[src/rtl/bus_source_arbiter.sv]
// Round-robin arbiter in front of the 32-to-5 bus-select encoder.
// It issues one registered one-hot grant at a time, with a bounded hold window and an idle gap between owners.
module bus_source_arbiter #(
   parameter int N       = 32,
   parameter int TIMEOUT = 8
) (
   input  logic         clk,
   input  logic         clr,
   input  logic [N-1:0] req,
   input  logic         done,
   output logic [N-1:0] grant,
   output logic [4:0]   grant_idx,
   output logic         grant_valid,
   output logic         timeout_err
);

   localparam logic [7:0]   HOLD_MAX = 8'(TIMEOUT);
   localparam logic [N-1:0] ONE_HOT0 = {{(N-1){1'b0}}, 1'b1};

   typedef enum logic {IDLE, GRANT} state_t;

   state_t       state_q;
   logic [4:0]   rr_ptr_q;
   logic [7:0]   hold_cnt_q;
   logic [N-1:0] grant_q;
   logic [4:0]   grant_idx_q;
   logic         grant_valid_q;
   logic         timeout_err_q;

   logic [4:0]   sel_idx_d;
   logic [4:0]   probe_idx;

   // The scan runs from the highest offset down, so the source closest to rr_ptr wins.
   always_comb begin
      sel_idx_d = rr_ptr_q;
      probe_idx = rr_ptr_q;
      for (int i = N - 1; i >= 0; i--) begin
         probe_idx = rr_ptr_q + 5'(i);
         if (req[probe_idx]) begin
            sel_idx_d = probe_idx;
         end
      end
   end

   always_ff @(posedge clk) begin
      if (clr) begin
         state_q       <= IDLE;
         rr_ptr_q      <= '0;
         hold_cnt_q    <= '0;
         grant_q       <= '0;
         grant_idx_q   <= '0;
         grant_valid_q <= 1'b0;
         timeout_err_q <= 1'b0;
      end else begin
         case (state_q)
            IDLE: begin
               if (|req) begin
                  grant_q       <= ONE_HOT0 << sel_idx_d;
                  grant_idx_q   <= sel_idx_d;
                  grant_valid_q <= 1'b1;
                  hold_cnt_q    <= 8'd1;
                  state_q       <= GRANT;
               end
            end
            GRANT: begin
               // A done on the timeout edge counts as a clean release.
               if (done || (hold_cnt_q == HOLD_MAX)) begin
                  grant_q       <= '0;
                  grant_idx_q   <= '0;
                  grant_valid_q <= 1'b0;
                  hold_cnt_q    <= '0;
                  rr_ptr_q      <= grant_idx_q + 5'd1;
                  state_q       <= IDLE;
                  if (!done) begin
                     timeout_err_q <= 1'b1;
                  end
               end else begin
                  hold_cnt_q <= hold_cnt_q + 8'd1;
               end
            end
            default: begin
               state_q <= IDLE;
            end
         endcase
      end
   end

   assign grant       = grant_q;
   assign grant_idx   = grant_idx_q;
   assign grant_valid = grant_valid_q;
   assign timeout_err = timeout_err_q;

endmodule

[config.mk]
export PLATFORM = sky130hd
export DESIGN_NAME = bus_source_arbiter
export DESIGN_NICKNAME = d
export VERILOG_FILES = /design/src/rtl/bus_source_arbiter.sv
export SDC_FILE = /design/constraint.sdc
export NUM_CORES = 1
export LEC_CHECK = 0
export CAP_MARGIN = 10
export CORE_UTILIZATION = 54
export CTS_BUF_LIST = sky130_fd_sc_hd__clkbuf_8
export CTS_CLUSTER_SIZE = 14
export DETAILED_ROUTE_END_ITERATION = 16
export PLACE_DENSITY_LB_ADDON = 0.1
export REMOVE_ABC_BUFFERS = 1
export SYNTH_ARGS = -nofsm -noshare
export SYNTH_HDL_FRONTEND = slang
export SYNTH_SLANG_ARGS = --single-unit
[constraint.sdc]
create_clock -name clk -period 7.36 [get_ports clk]
set_clock_uncertainty 0.15 [all_clocks]
set_input_delay 1.472 -clock clk [delete_from_list [all_inputs] [get_ports clk]]
set_output_delay 1.472 -clock clk [all_outputs]
set_load 0.02 [all_outputs]
==> results of run 1 <==
==> routing by layer <==
layer	share of wire [%]	routed length [µm]	track usage, %	up-vias
li1	-	-	-	3530
met1	39	11770	52.40	4015
met2	43	13180	59.21	631
met3	13	3810	11.17	129
met4	5.6	1713	17.43	0
met5	0	0	0	-
==> per-stage QoR <==
stage | total power (W) | instances
after detailed placement | 0.001668 | 1089
after global placement | 0.001649 | 1089
after global routing | 0.002023 | 1098
after CTS | 0.001878 | 1097
after floorplan | 0.001253 | 819
final | 0.001940 | 1098
==> state kept, by name, summed over array words and instances, names as in the netlist <==
register     count
timeout_err      1
grant_idx        5
grant           32
grant_valid      1
state_q          1
rr_ptr_q         5
hold_cnt_q       8
==> power by group through the flow <==
stage               logic (W)  registers, W  clock network (W)
finish                0.00142      0.000316           0.000208
floorplan            0.000898      0.000355                  0
detailed placement    0.00135      0.000322                  0
global placement      0.00133      0.000321                  0
global route          0.00148      0.000318           0.000225
CTS                   0.00135      0.000315           0.000211
==> placed cells by master (no fill, tap or decap), types with 6 or more instances in the layout <==
| master | synthesis | layout |
|---|---|---|
| a211oi_1 | 10 | 10 |
| a21boi_0 | 7 | 7 |
| a21oi_1 | 41 | 41 |
| a22o_1 | 27 | 27 |
| a22oi_1 | 12 | 12 |
| a32o_1 | 8 | 8 |
| and2_1 | 7 | 7 |
| buf_4 | 4 | 13 |
| clkbuf_8 | 0 | 6 |
| clkdlybuf4s50_1 | 0 | 73 |
| dfxtp_1 | 53 | 50 |
| ha_1 | 16 | 16 |
| inv_1 | 20 | 21 |
| mux2_2 | 19 | 19 |
| mux2i_1 | 89 | 89 |
| mux4_2 | 86 | 86 |
| nand2_1 | 74 | 74 |
| nand2b_1 | 15 | 15 |
| nand3_1 | 21 | 21 |
| nand4_1 | 8 | 8 |
| nor2_1 | 67 | 67 |
| nor2b_1 | 10 | 9 |
| nor3_1 | 12 | 12 |
| nor4_1 | 8 | 8 |
| o2111ai_1 | 7 | 7 |
| o211ai_1 | 11 | 11 |
| o21ai_0 | 30 | 30 |
| o22ai_1 | 10 | 10 |
| xnor2_1 | 18 | 17 |
| xnor2_2 | 6 | 7 |
| xor2_1 | 15 | 15 |
==> final cells by class <==
class | count | area [µm²] | area share [%]
clock inverter | 2 | 33.78 | 0.3727
clock buffer | 6 | 82.58 | 0.9110
sequential | 53 | 1065 | 11.75
multi-input combinational | 742 | 6708 | 74.00
inverter | 24 | 90.09 | 0.9938
timing repair buffer | 87 | 855.8 | 9.441
tap | 184 | 230.2 | 2.540
==> worst max-delay path, stage by stage (launching register included) <==
cell      delay (ps)
dfxtp_2          650
clkinv_1         530
ha_1             980
mux4_2           550
mux4_2           490
mux2i_1          770
nand2_1          340
nor3_1           350
nand4_1          130
o21ai_1          330
xnor2_1          460
nor2_1           220
a32o_1           310
==> worst paths after layout <==
path | slack [ps] | from | end
max reg2reg | 970 | rr_ptr_q[1] | grant[2]
min reg2reg | 330 | grant[7] | grant[7]
max | 970 | rr_ptr_q[1] | grant[2]
min | 330 | grant[7] | grant[7]
==> cell families (layout without fill, tap and decap cells) <==
logic type	Yosys count	after routing	share of synthesized area, %
adders and majority gates	16	16	2.468
DFF	53	53	13.08
AOI/OAI and AO/OA	230	230	20.93
xor gates and xnor gates	41	41	5.167
and+or+nand+nor	256	256	15.53
buffers and inverters	75	119	4.350
muxes	199	199	38.47
==> out/qor.yml, run 1 <==
synthesis:
  post-synth-top-count-cell: "mux2i_1"
  ys_seq_area_share_pct: 13.08
  synthTopCellsByCount: "mux2i_1 (89), mux4_2 (86), nand2_1 (74)"
  synth_area_mm2: 0.008112
  synth_edf_count: 0
  synthFlopType: "dfxtp_1"
  synthCells: 870
  postSynthAreaPerCell_um2: 9.324
  yosysTopAreaCell: "mux4_2"
  yosys-top-cells-area: "mux4_2 (24%), dfxtp_1 (13%), mux2i_1 (11%), nand2_1 (3.4%), nor2_1 (3.1%)"
  yosysWarnings: 0
  synthArstFlopShare_pct: 0
  synth.top_cell.area_share_pct: 23.88
  synthDistinctLibCells: 91
  synth-seq-cells: 53
timing:
  rsz0062_at_grt: "false"
  finalSetupTns_ps: 0
  whs_ps: 326.7
  fin_ws_ps: 974.2
  final_hold_viol_count: 0
  post-route-period-util_pct: 86.76
  period_needed_ps: 6386
  slew_headroom_pct: 11.72
  setup_viol: 0
  tightestPinTransition_ps: 1320
  slew_viol_final: 0
  fmax_mhz: 156.6
floorplanning:
  dieArea_mm2: 0.01552
  die_w_um: 124.6
  io_pins: 74
  initial_utilization_pct: 55.60
  design.core.area_mm2: 0.01459
  die_h_um: 124.6
  rows: 44
setup_path:
  critical_path_class: "flop to flop"
  crit_required_ps: 7430
  cp-start-kind: "flop"
  cp_max_fo: 20
  crit_path_end_kind: "flop"
  r2r_cells: 12
  critPathArrivalTime_ps: 6450
pwr:
  switchingPower_w: 0.0009915
  p_int_w: 0.0009483
  p_seq_share_pct: 16.3
  powerDensity_mw_per_mm2: 214.0
  comb_power_share_pct: 73.0
  p_leak_nw: 3.299
  ir_drop_mv: 0.1433
  clockPowerShare_pct: 10.7
  swShare_pct: 51.11
clocking:
  clk_latency_ps: 320
  h-tree-depth: 2
  postCtsResizedCells: 0
  clockBufferDepth: 2
  cts-buffers-inserted: 5
  clkTransAtPathRegs_ps: 90
  cts_tree: "yes"
  clock_sinks: 53
  cts_root_buf: "clkbuf_8"
  postCtsSetupBuffers: 0
  hold_buffers: 0
global_route:
  grt_antenna_before_repair: 0
  grt-ovfl-total: 0
  grt_pass1_vias: 7936
  grt_pass1_wl_mm: 47.02
  grt_usage_pct: 39.33
  grt_max_degree: 45
min_path:
  hold_class: "flop to flop"
  min_path_cells: 1
routing:
  routed_wl_mm: 30.48
  routedWlPerCell_um: 27.76
  post_drt_via_cell_ratio: 7.564
  dr.pass1.iters: 6
  dr_total_vias: 8305
  drc: 0
  antenna_left: 0
  drtIter0Drc: 1264
place:
  post-place-ws_ps: 1273
  dpl_cell_area_mm2: 0.008921
  dpl.hpwl_mm: 23.46
  place_congestion: 1.059
  io_buffers: 73
cells_and_area:
  area_growth_pct: 11.75
  nNetsFinal: 964
  final_util_pct: 62.14
  diodes: 0
  final_layout_size_suffix_gt1_share_pct: 18.27
  fin_area_mm2: 0.009065
  fill_cells: 1242
run:
  max_cap_viol_count: 0
outcome:
  status: "complete, no violations"
No activity file was read; power rests on OpenSTA's default activity.
==> run 2, diff against run 1 <==
- CTS_CLUSTER_SIZE: 14 -> 28
- PLACE_DENSITY: not set -> 0.76
- PLACE_DENSITY_LB_ADDON: 0.1 -> not set
==> run 2 against run 1 <==
Total power shrank 2.9%; register-to-register slack improved by 620 ps; global-route usage down 4.7 points; sequential share of layout area barely moved; sequential power hardly changed; via count is 3.3% lower; core utilization decreased by 0.11 points; critical endpoint is now grant[23]; combinational power shrank 4%; wire length fell by 10%; non-clock buffer count unchanged; highest routed layer unchanged.
==> out/qor.yml, run 2 (same netlist as run 1, synthesis figures left out) <==
outcome:
  status: "complete, no violations"
timing:
  setup_viol: 0
  post-route-period-util_pct: 78.34
  whs_ps: 324.4
  final_hold_viol_count: 0
  fin_ws_ps: 1594
  period_needed_ps: 5766
  fmax_mhz: 173.4
  slew_viol_final: 0
  tightestPinTransition_ps: 1112
  slew_headroom_pct: 25.35
  rsz0062_at_grt: "false"
  finalSetupTns_ps: 0
routing:
  antenna_left: 0
  drc: 0
  routed_wl_mm: 27.35
  post_drt_via_cell_ratio: 7.315
  drtIter0Drc: 1008
  dr.pass1.iters: 7
  routedWlPerCell_um: 24.90
  dr_total_vias: 8032
pwr:
  p_leak_nw: 3.287
  switchingPower_w: 0.0009342
  p_int_w: 0.0009485
  swShare_pct: 49.62
  comb_power_share_pct: 72.2
  ir_drop_mv: 0.1009
  powerDensity_mw_per_mm2: 208.1
  p_seq_share_pct: 16.8
  clockPowerShare_pct: 11.0
run:
  max_cap_viol_count: 0
cells_and_area:
  final_util_pct: 62.02
  fin_area_mm2: 0.009049
  area_growth_pct: 11.55
  largest_reg_flops: 32
  diodes: 0
  final_cell_mix: "mux2i_1 (89), mux4_2 (86), nand2_1 (74)"
  final_layout_size_suffix_gt1_share_pct: 18.27
  mostFrequentLayoutCell: "mux2i_1"
  nNetsFinal: 964
  fill_cells: 1265
setup_path:
  crit_path_end_kind: "flop"
  reg2reg_to: "grant[23]"
  critPathArrivalTime_ps: 5870
  crit_cells: 14
  startpoint: "rr_ptr_q[2]"
  r2r_slack_ps: 1590
  cp_max_fo: 23
  r2r_cells: 14
  crit_family: "multiplexers"
  critical_path_class: "flop to flop"
  cp_slowest_cell: "xnor2_1"
  cp-start-kind: "flop"
  crit_required_ps: 7470
  slowest_delay_ps: 880
  crit_end: "grant[23]"
  path_cells: "inv_2 -> ha_1 -> xnor2_1 -> mux4_2 -> mux2_2 -> mux2i_1 -> or3_1 -> nand4_1 -> a2111oi_0 -> o41ai_1 -> a21oi_1 -> o21ai_1 -> nor2b_1 -> a32o_1"
  timing.rr.start: "rr_ptr_q[2]"
  path_buf_inv: 1
clocking:
  cts_root_buf: "clkbuf_8"
  h-tree-depth: 2
  clkTransAtPathRegs_ps: 90
  postCtsResizedCells: 0
  clk_latency_ps: 310
  hold_buffers: 0
  cts-buffers-inserted: 5
  clock_sinks: 53
  cts_tree: "yes"
  clockBufferDepth: 2
  postCtsSetupBuffers: 0
floorplanning:
  die_w_um: 124.6
  dieArea_mm2: 0.01552
  io_pins: 74
  design.core.area_mm2: 0.01459
  die_h_um: 124.6
  rows: 44
  initial_utilization_pct: 55.60
place:
  post-place-ws_ps: 1475
  dpl.hpwl_mm: 21.13
  dpl_cell_area_mm2: 0.008914
  place_congestion: 1.089
  io_buffers: 73
global_route:
  grt_pass1_wl_mm: 42.20
  grt-ovfl-total: 0
  grt_usage_pct: 34.67
  grt_max_degree: 61
  grt_antenna_before_repair: 1
  grt_pass1_vias: 7335
min_path:
  hold_class: "flop to flop"
  min_path_cells: 2
## run 2: final cells by class
cell class                 count  area [µm²]  area share, %
tap                          184       230.2          2.544
inverter                      24       90.09         0.9956
clock buffer                   6       82.58         0.9126
timing repair buffer          87       843.3          9.320
sequential                    53        1065          11.77
multi-input combinational    742        6700          74.05
clock inverter                 2       37.54         0.4148
## run 2: worst min-delay path by stage
| stage | slack (ps) | startpoint | to |
|---|---|---|---|
| after floorplan | 280 | hold_cnt_q[7] | hold_cnt_q[7] |
| after global placement | 300 | timeout_err | timeout_err |
| after detailed placement | 310 | timeout_err | timeout_err |
| after CTS | 330 | timeout_err | timeout_err |
| after global routing | 360 | grant[20] | grant[20] |
| final | 320 | timeout_err | timeout_err |
## run 2: per-layer routing
layer | vias to the layer above | global-route usage (%) | wire length, µm
li1 | 3535 | - | -
met1 | 3917 | 47.92 | 11090
met2 | 503 | 52.29 | 12120
met3 | 77 | 8.333 | 3044
met4 | 0 | 13.25 | 1089
met5 | - | 0 | 0
## run 2: power by group through the flow
| stage | logic, W | registers (W) | clock network (W) |
|---|---|---|---|
| floorplan | 0.000898 | 0.000355 | 0 |
| global placement | 0.00129 | 0.000322 | 0 |
| detailed placement | 0.00130 | 0.000322 | 0 |
| CTS | 0.00131 | 0.000315 | 0.000211 |
| global route | 0.00143 | 0.000318 | 0.000222 |
| finish | 0.00136 | 0.000315 | 0.000207 |
## run 2: worst reg2reg max path, stage by stage (launching register included)
cell and delay (ps):
dfxtp_1 700, inv_2 420, ha_1 380, xnor2_1 880, mux4_2 480, mux2_2 320
mux2i_1 420, or3_1 200, nand4_1 100, a2111oi_0 440, o41ai_1 230, a21oi_1 170
o21ai_1 100, nor2b_1 470, a32o_1 240
## run 2: through the flow
stage                     total power (W)  cells
after floorplan                  0.001253    819
after global placement           0.001617   1089
after detailed placement         0.001624   1089
after CTS                        0.001833   1097
after global routing             0.001971   1098
final                            0.001883   1098
==> run 3, diff against run 2 <==
- PLACE_DENSITY: 0.76 -> 0.79
- clock period: 7.36 -> 5 ns (I/O delays scaled with it)
==> run 3 against run 2 <==
Register-to-register slack got worse by 1500 ps; core utilization rose by 8.7 points; final area increased by 14%; critical path depth shrank 1; worst setup slack worse by 1600 ps; clock power increased by 18%; global-route usage is 7.0 points higher; sequential share of layout area shrank 1.4 points; largest power group unchanged.
==> out/qor.yml, run 3 (same netlist as run 1, synthesis figures left out) <==
global_route:
  grt_usage_pct: 41.69
  grt_pass1_wl_mm: 50.08
  grt_antenna_before_repair: 0
  grt_pass1_vias: 8485
  grt_max_degree: 61
  grt-ovfl-total: 0
cells_and_area:
  final_util_pct: 70.73
  final_cell_mix: "buf_4 (173), mux2i_1 (88), mux4_2 (86)"
  diodes: 0
  fin_area_mm2: 0.01032
  nNetsFinal: 1125
  area_growth_pct: 27.21
  seq_area_mm2: 0.001065
  final_layout_size_suffix_gt1_share_pct: 31.26
  largest_reg_flops: 32
  mostFrequentLayoutCell: "buf_4"
  multi_input_area_mm2: 0.006769
  fill_cells: 1126
timing:
  fmax_mhz: 201.4
  slew_headroom_pct: 35.24
  whs_ps: 329.6
  post-route-period-util_pct: 99.28
  finalSetupTns_ps: 0
  setup_viol: 0
  slew_viol_final: 0
  period_needed_ps: 4964
  final_hold_viol_count: 0
  tightestPinTransition_ps: 971.5
  rsz0062_at_grt: "false"
pwr:
  p_leak_nw: 4.087
  powerDensity_mw_per_mm2: 312.0
  ir_drop_mv: 0.1983
routing:
  dr_total_vias: 9012
  drc: 0
  dr.pass1.iters: 6
  routed_wl_mm: 32.62
  antenna_left: 0
  post_drt_via_cell_ratio: 7.158
  drtIter0Drc: 1337
  routedWlPerCell_um: 25.91
clocking:
  clkTransAtPathRegs_ps: 100
  hold_buffers: 0
  cts_tree: "yes"
  cts-buffers-inserted: 5
  cts_root_buf: "clkbuf_8"
  h-tree-depth: 2
  clk_latency_ps: 310
  clock_sinks: 53
  clockBufferDepth: 2
setup_path:
  path_cells: "clkdlybuf4s50_1 -> buf_4 -> mux4_2 -> mux4_2 -> nand2_1 -> a21boi_4 -> mux2i_1 -> nor4bb_1 -> o211ai_1 -> and3_1 -> or4b_4 -> nor2_4 -> a22o_1"
  slowest_delay_ps: 530
  crit_family: "simple AND/OR/NAND/NOR gates"
  cp_max_fo: 5
  critPathArrivalTime_ps: 5080
  crit_top_cell: "mux4_2"
  crit_required_ps: 5110
  cp_slowest_cell: "or4b_4"
  critical_path_class: "primary input to flop"
  path_buf_inv: 2
  cp-start-kind: "primary input"
  crit_path_end_kind: "flop"
floorplanning:
  initial_utilization_pct: 55.60
  rows: 44
  design.core.area_mm2: 0.01459
  die_w_um: 124.6
  die_h_um: 124.6
  io_pins: 74
  dieArea_mm2: 0.01552
min_path:
  hold_class: "flop to flop"
place:
  dpl.hpwl_mm: 26.14
  dpl_cell_area_mm2: 0.01015
  io_buffers: 73
  place_congestion: 1.060
outcome:
  status: "complete, no violations"
run:
  max_cap_viol_count: 0
run 3: cell types whose count changed in the layout (fill, tap and decap cells not counted), sizes merged:
| cell | before | now |
|---|---|---|
| dlymetal6s2s | 0 | 3 |
| clkbuf | 6 | 5 |
| bufinv | 1 | 0 |
| inv | 23 | 24 |
| clkdlybuf4s50 | 73 | 70 |
| clkinvlp | 1 | 2 |
| buf | 14 | 175 |
run 3: metrics by stage:
stage / cells / power (W) / worst slack (ps)
2_1_floorplan: 819 / 0.001845 / -1744
3_3_place_gp: 1250 / 0.002840 / -622.2
3_5_place_dp: 1250 / 0.002856 / -579.6
4_1_cts: 1258 / 0.003111 / 36.39
5_1_grt: 1259 / 0.003359 / 6.342
6_report: 1259 / 0.003219 / 35.77
run 3: worst paths after layout:
path               startpoint        to  slack (ps)  cells past startpoint
hold / removal       grant[6]  grant[6]         330                      1
setup reg to reg  rr_ptr_q[2]  grant[8]          80                     13
setup / recovery      req[29]  grant[8]          40                     13
hold reg to reg      grant[6]  grant[6]         330                      1
run 3: layout make-up:
class,instances,share of cell area [%]
clock buffers,5,0.6669
clock inverters,3,0.1819
inverters,24,0.8730
multi-input cells,742,65.60
flip-flops and latches,53,10.32
well taps,184,2.231
repair buffers,248,20.13
run 3: timing repair:
item	4_1_cts	5_1_grt
pin swaps	0	1
endpoints found under the setup margin	32	33
gates resized for setup	5	11
setup buffers	0	1
run 3: worst register-to-register path, delay by kind of cell, from the launching register on:
| kind | cells | cell delay (ps) |
|---|---|---|
| DFF | 1 | 370 |
| adders and majority gates | 1 | 810 |
| muxes | 3 | 1200 |
| and+or+nand+nor | 5 | 1530 |
| buffers and inverters | 1 | 160 |
| AOI/OAI and AO/OA | 3 | 650 |
run 3: power by group:
group	internal [W]	switching, W	leakage (nW)
Combinational	0.00112	0.00138	3.61
Clock	0.0000970	0.000147	0.0416
Sequential	0.000444	0.0000280	0.431
Total	0.00167	0.00155	4.09
run 3: layer usage:
layer  vias to the layer above  part of all wire, %  routed length, µm  global-route usage [%]
met1                      4358                   40              13090                   58.48
met5                         -                    0                  0                       0
met3                       134                   12               3771                   8.376
met2                       662                   43              14020                   62.43
met4                         0                  5.3               1735                   17.43
li1                       3858                    -                  -                       -
